File: config.mk
export PLATFORM = sky130hd
export DESIGN_NAME = mcu_input_port
export DESIGN_NICKNAME = d
export VERILOG_FILES = /design/src/rtl/mcu_input_pkg.sv /design/src/rtl/input_debounce.sv /design/src/rtl/mcu_input_port.sv
export SDC_FILE = /design/constraint.sdc
export NUM_CORES = 1
export LEC_CHECK = 0
export ABC_AREA = 0
export CELL_PAD_IN_SITES_DETAIL_PLACEMENT = 1
export CELL_PAD_IN_SITES_GLOBAL_PLACEMENT = 1
export CORE_MARGIN = 4
export CORE_UTILIZATION = 47
export DETAILED_ROUTE_END_ITERATION = 10
export MAX_ROUTING_LAYER = met4
export PLACE_DENSITY = 0.8
export SETUP_SLACK_MARGIN = 0.1
export SYNTH_ARGS = -nofsm -noshare
export SYNTH_HDL_FRONTEND = slang
export SYNTH_SLANG_ARGS = --single-unit
File: constraint.sdc
create_clock -name clk -period 4 [get_ports clk]
set_input_delay 1.2 -clock clk [delete_from_list [all_inputs] [get_ports clk]]
set_output_delay 1.2 -clock clk [all_outputs]
set_load 0.005 [all_outputs]
File: src/rtl/mcu_input_pkg.sv
// mcu_input_pkg: read addresses, debounce states and status byte layout for the MCU input port
package mcu_input_pkg;

    localparam logic [7:0] ADDR_DATA     = 8'h00;
    localparam logic [7:0] ADDR_STATUS   = 8'h01;
    localparam logic [7:0] ADDR_SWITCHES = 8'h02;

    localparam int ST_OVERFLOW  = 6;
    localparam int ST_FULL      = 5;
    localparam int ST_COUNT_LSB = 0;

    typedef enum logic [1:0] {
        IDLE,
        PRESS_WAIT,
        PRESSED,
        RELEASE_WAIT
    } db_state_t;

    function automatic logic [7:0] pack_status(input logic ovf, input logic is_full, input logic [4:0] cnt);
        logic [7:0] s;
        s = 8'h00;
        s[ST_OVERFLOW] = ovf;
        s[ST_FULL] = is_full;
        s[ST_COUNT_LSB +: 5] = cnt;
        return s;
    endfunction

endpackage

File: src/rtl/input_debounce.sv
// input_debounce: two-flop synchroniser and press/release debounce FSM for one bouncy pin
module input_debounce
    import mcu_input_pkg::*;
#(
    parameter logic [15:0] DEBOUNCE_CYCLES = 16'd50000
) (
    input  logic clk,
    input  logic reset,
    input  logic din,
    output logic level,
    output logic capture
);

    logic [1:0] sync;
    db_state_t state, state_next;
    logic [15:0] cnt, cnt_next;
    logic done;

    assign level = sync[1];
    assign done = cnt == DEBOUNCE_CYCLES - 16'd1;

    always_ff @(posedge clk or negedge reset) begin
        if (!reset) begin
            sync <= 2'b00;
            state <= IDLE;
            cnt <= 16'd0;
        end else begin
            sync <= {sync[0], din};
            state <= state_next;
            cnt <= cnt_next;
        end
    end

    // the counter only runs inside the two wait states and restarts everywhere else
    always_comb begin
        state_next = state;
        cnt_next = 16'd0;
        capture = 1'b0;
        case (state)
            IDLE:         state_next = level ? PRESS_WAIT : IDLE;
            PRESS_WAIT: begin
                state_next = !level ? IDLE : done ? PRESSED : PRESS_WAIT;
                cnt_next = (level && !done) ? cnt + 16'd1 : 16'd0;
                capture = level && done;
            end
            PRESSED:      state_next = level ? PRESSED : RELEASE_WAIT;
            RELEASE_WAIT: begin
                state_next = level ? PRESSED : done ? IDLE : RELEASE_WAIT;
                cnt_next = (!level && !done) ? cnt + 16'd1 : 16'd0;
            end
            default:      state_next = IDLE;
        endcase
    end

endmodule

File: src/rtl/mcu_input_port.sv
// mcu_input_port: captures the switch byte on each debounced press into a FIFO read by the MCU
module mcu_input_port
    import mcu_input_pkg::*;
#(
    parameter logic [15:0] DEBOUNCE_CYCLES = 16'd50000,
    parameter int          FIFO_DEPTH      = 4
) (
    input  logic       clk,
    input  logic       reset,
    input  logic [8:0] fpga_in,
    input  logic       input_read_enable,
    input  logic [7:0] input_data_address,
    output logic [7:0] input_data_out,
    output logic       input_data_valid,
    output logic       press_pending
);

    localparam int         PW    = $clog2(FIFO_DEPTH);
    localparam logic [4:0] DEPTH = 5'(FIFO_DEPTH);

    logic [7:0] sw_meta, sw;
    logic strobe_level, capture;
    logic [7:0] mem [FIFO_DEPTH];
    logic [PW-1:0] rd_ptr, wr_ptr;
    logic [4:0] count, count_next;
    logic overflow, overflow_next, full, rd_data, rd_status, pop, push, push_req;
    logic [7:0] rd_mux;

    input_debounce #(.DEBOUNCE_CYCLES(DEBOUNCE_CYCLES)) u_strobe (
        .clk(clk),
        .reset(reset),
        .din(fpga_in[8]),
        .level(strobe_level),
        .capture(capture)
    );

    assign push_req = capture && strobe_level;
    assign full = count == DEPTH;
    assign rd_data = input_read_enable && input_data_address == ADDR_DATA;
    assign rd_status = input_read_enable && input_data_address == ADDR_STATUS;
    assign pop = rd_data && count != 5'd0;
    // a pop in the same cycle frees the slot the new byte needs
    assign push = push_req && (!full || pop);
    assign count_next = count + 5'(push) - 5'(pop);
    assign overflow_next = (push_req && full && !pop) || (overflow && !rd_status);

    always_comb begin
        rd_mux = input_data_address == ADDR_DATA     ? (count != 5'd0 ? mem[rd_ptr] : 8'h00) :
                 input_data_address == ADDR_STATUS   ? pack_status(overflow, full, count) :
                 input_data_address == ADDR_SWITCHES ? sw : 8'h00;
    end

    always_ff @(posedge clk) begin
        if (push)
            mem[wr_ptr] <= sw;
    end

    always_ff @(posedge clk or negedge reset) begin
        if (!reset) begin
            sw_meta <= 8'h00;
            sw <= 8'h00;
            rd_ptr <= '0;
            wr_ptr <= '0;
            count <= 5'd0;
            overflow <= 1'b0;
            press_pending <= 1'b0;
            input_data_out <= 8'h00;
            input_data_valid <= 1'b0;
        end else begin
            sw_meta <= fpga_in[7:0];
            sw <= sw_meta;
            rd_ptr <= pop ? rd_ptr + 1'b1 : rd_ptr;
            wr_ptr <= push ? wr_ptr + 1'b1 : wr_ptr;
            count <= count_next;
            overflow <= overflow_next;
            press_pending <= count_next != 5'd0;
            input_data_out <= input_read_enable ? rd_mux : input_data_out;
            input_data_valid <= input_read_enable;
        end
    end

endmodule
==> results.sh <==
export IMPL_regToRegEndpoint="press_pending"
export IMPL_setup_reg_to_reg_worst_slack_ns=0.76
export IMPL_io_count=30
export IMPL_ys_async_sr_fraction_pct=63.6
export IMPL_core_area_sq_um=7410
export IMPL_reg2regPathDepth=13
export IMPL_detail_route_drc_violations=0
export IMPL_netlist_instances=265
export IMPL_number_of_flops_mapped_to_enable_cells_by_yosys=32
export IMPL_grt_pass1_wl_mm=12.5
export IMPL_clkLatencyLatePin_ns=0.35
export IMPL_placement_rows=31
export IMPL_initial_utilization_pct=49.3
export IMPL_drive_above_1_share_pct=13.5
export IMPL_critical_path_max_stage_delay_ns=0.45
export IMPL_max_cap_viol_count=0
export IMPL_finalSetupViolCount=0
export IMPL_post_synth_num_cell_types=45
export IMPL_dpl_worst_slack_ns=-0.0663
export IMPL_path_class="in -> reg"
export IMPL_ys_warn_count=0
export IMPL_type_of_the_most_critical_hold_path="reg -> reg"
export IMPL_wirelength_mm=7.57
export IMPL_relSlewSlack_pct=43.5
export IMPL_worstReg2RegStart="count[2]"
export IMPL_maximum_fanout_encountered_on_the_critical_timing_path=3
export IMPL_place_hpwl_mm=5.37
export IMPL_post_cts_setup_buffer_count=0
export IMPL_critical_path_startpoint="input_data_address[1]"
export IMPL_fin_crit_ns=3.70
export IMPL_pwr_density_cell_nw_per_um2=439
export IMPL_synthesis_nets=296
export IMPL_cts_hold_buffers=0
export IMPL_grt_start_max_net_pins=37
export IMPL_maxSlewViolCount=0
export IMPL_cts_max_path_buffers=2
export IMPL_arrival_ns=3.92
export IMPL_filler_cell_count=742
export IMPL_syn_area_per_cell_sq_um=13.8
export IMPL_grt_util_all_layers_pct=19.0
export IMPL_antenna_violating_nets_post_route=0
export IMPL_setup_repair_after_global_routing_missed_its_margin="no"
export IMPL_areaGrowthSynthToFinish_pct=17.5
export IMPL_p_leak_nw=1.67
export IMPL_ys_dominant_reg_cell="dfrtp_1"
export IMPL_setup_slack_after_layout_ns=0.300
export IMPL_globalplace_congestion=0.823
export IMPL_destination_of_the_worst_hold_path="sw[5]"
export IMPL_worst_path_max_delay_cell="clkdlybuf4s50_1"
export IMPL_totalPowerFinal_mw=1.88
export IMPL_timing_hold_worst_path_depth=0
export IMPL_detailedRoute_firstPassIterationCount=4
export IMPL_routed_via_count=2230
export IMPL_wl_per_cell_microns=18.5
export IMPL_dieHeight_microns=96.2
export IMPL_clock_skew_final_ns=0.0107
export IMPL_clk_root_buffer_cell="clkbuf_8"
export IMPL_synth_sequential_area_ratio_pct=64.7
export IMPL_layout_nets=336
export IMPL_final_period_utilization_pct=92.5
export IMPL_clock_fmax_mhz=270
export IMPL_run_status="finished, final reports clean"
export IMPL_number_of_cells_upsized_or_downsized_after_cts=0
export IMPL_port_buffers=29
export IMPL_initialDrtViolationCount=126
export IMPL_worst_hold_startpoint="sw_meta[5]"
export IMPL_synth_seq_cells=88
export IMPL_hold_slack_ns=0.352
export IMPL_peakVddDrop_mv=0.208
export IMPL_cts_tree="done"
export IMPL_htree_num_levels=3
export IMPL_measured_slew_at_the_worst_slew_check_pin_ns=0.847
export IMPL_cts_reportedPaths_clkPinSlew_ns=0.09
export IMPL_setup_tns_final_ns=0
export IMPL_cts_inserted_buffers=9
export IMPL_tritoncts_num_sinks=88
export IMPL_via_count_of_the_first_global_routing_pass=2363
export IMPL_endpoint_kind="register"
export IMPL_die_area_sq_um=9240
export IMPL_die_w_microns=96.2
export IMPL_worstPathCellList="clkdlybuf4s50_1, nor4_2, buf_4, a41o_1, or4b_1, nand2_1, ha_1, inv_1, fa_1, nand2b_1, a21oi_1, or3_1, nand4b_1"
export IMPL_hold_viol_final=0
export IMPL_routed_vias_inst=5.45
export IMPL_start_kind="input pin"
export IMPL_overflow=0
export IMPL_synth_area_sq_um=3650
export IMPL_antennaDiodeCount=0
export IMPL_critical_path_required_ns=4.22
export IMPL_antenna_found_initial=0
registers in the layout, summed over array words and instances, names as in the netlist:
signal / flops
count: 5
wr_ptr: 2
overflow: 1
u_strobe.sync: 2
sw: 8
press_pending: 1
input_data_out: 8
u_strobe.state: 2
sw_meta: 8
rd_ptr: 2
input_data_valid: 1
mem: 32
u_strobe.cnt: 16
worst max path at each step:
stage / to / slack, ns / cells past startpoint
6_report: press_pending / 0.30 / 13
5_1_grt: press_pending / 0.10 / 13
4_1_cts: press_pending / 0.29 / 13
3_5_place_dp: press_pending / -0.07 / 13
3_3_place_gp: press_pending / -0.02 / 13
2_1_floorplan: press_pending / 0.44 / 11
cell usage in the layout, fill, tap and decap left out, drive strengths merged, types with 6 or more instances in the layout:
cell	count
nor2	25
a21oi	9
dfrtp	56
clkbuf	9
nand3	7
xor2	7
ha	10
xnor2	13
inv	17
mux4	8
a22oi	6
nand2	8
a2bb2oi	6
clkdlybuf4s50	28
edfxtp	32
buf	9
nor3	7
nand4	7
power breakdown:
group	internal, mW	switching [mW]	leakage [nW]
registers	0.974	0.0482	0.990
logic	0.132	0.125	0.584
clock network	0.289	0.313	0.0933
total	1.40	0.487	1.67
metrics by stage:
stage / cell area, sq um / utilization (%) / cells
4_1_cts: 4290 / 57.8 / 409
3_3_place_gp: 4090 / 55.2 / 393
5_1_grt: 4290 / 57.9 / 409
3_5_place_dp: 4090 / 55.2 / 393
2_1_floorplan: 3650 / - / 265
6_report: 4290 / 57.9 / 409
metal layers:
layer  routed length (microns)  track usage [%]  part of all wire [%]
met2                      3660             28.9                    48
met1                      3410             24.8                    45
met4                       142             9.12                   1.9
met3                       357             3.36                   4.7
met5                         0                -                     0
synth_stat cells, types with 3 or more instances:
library cell | number | share of area (%)
clkbuf_1 | 4 | 0.41
nand3_1 | 7 | 0.96
a2bb2oi_1 | 6 | 1.4
xor2_1 | 7 | 1.7
mux4_2 | 8 | 4.9
nor2_1 | 25 | 2.6
inv_1 | 16 | 1.6
a22oi_1 | 6 | 1.2
nand4_1 | 7 | 1.2
nor4_1 | 4 | 0.69
dfrtp_1 | 56 | 38
nor3_1 | 7 | 0.96
buf_1 | 3 | 0.31
nand2_1 | 8 | 0.82
edfxtp_1 | 32 | 26
xnor2_1 | 13 | 3.1
and2_1 | 5 | 0.86
ha_1 | 10 | 3.4
a21oi_1 | 9 | 1.2
kinds of logic after synthesis:
kind of cell | Yosys count | share of synthesized area (%)
DFF | 88 | 64.7
and+or+nand+nor | 82 | 12.7
AOI/OAI and AO/OA | 30 | 5.79
buffers and inverters | 24 | 2.50
xor gates and xnor gates | 20 | 4.80
adders and majority gates | 11 | 3.97
muxes | 10 | 5.55
layout make-up:
class / instances / area [sq um] / share of cell area, %
clock inverters: 7 / 71.3 / 1.66
flip-flops and latches: 88 / 2360 / 55.0
multi-input cells: 153 / 1200 / 28.1
repair buffers: 37 / 345 / 8.05
inverters: 16 / 60.1 / 1.40
well taps: 99 / 124 / 2.89
clock buffers: 9 / 124 / 2.89
critical path, delay by kind of cell:
| kind | cells | cell delay, ns |
|---|---|---|
| AO/OA/AOI/OAI | 2 | 0.33 |
| adder cells (fa/ha/maj) | 2 | 0.55 |
| buffers and inverters | 3 | 0.65 |
| AND/OR/NAND/NOR | 6 | 1.18 |
Note: power is estimated with default switching activity, not from simulation.
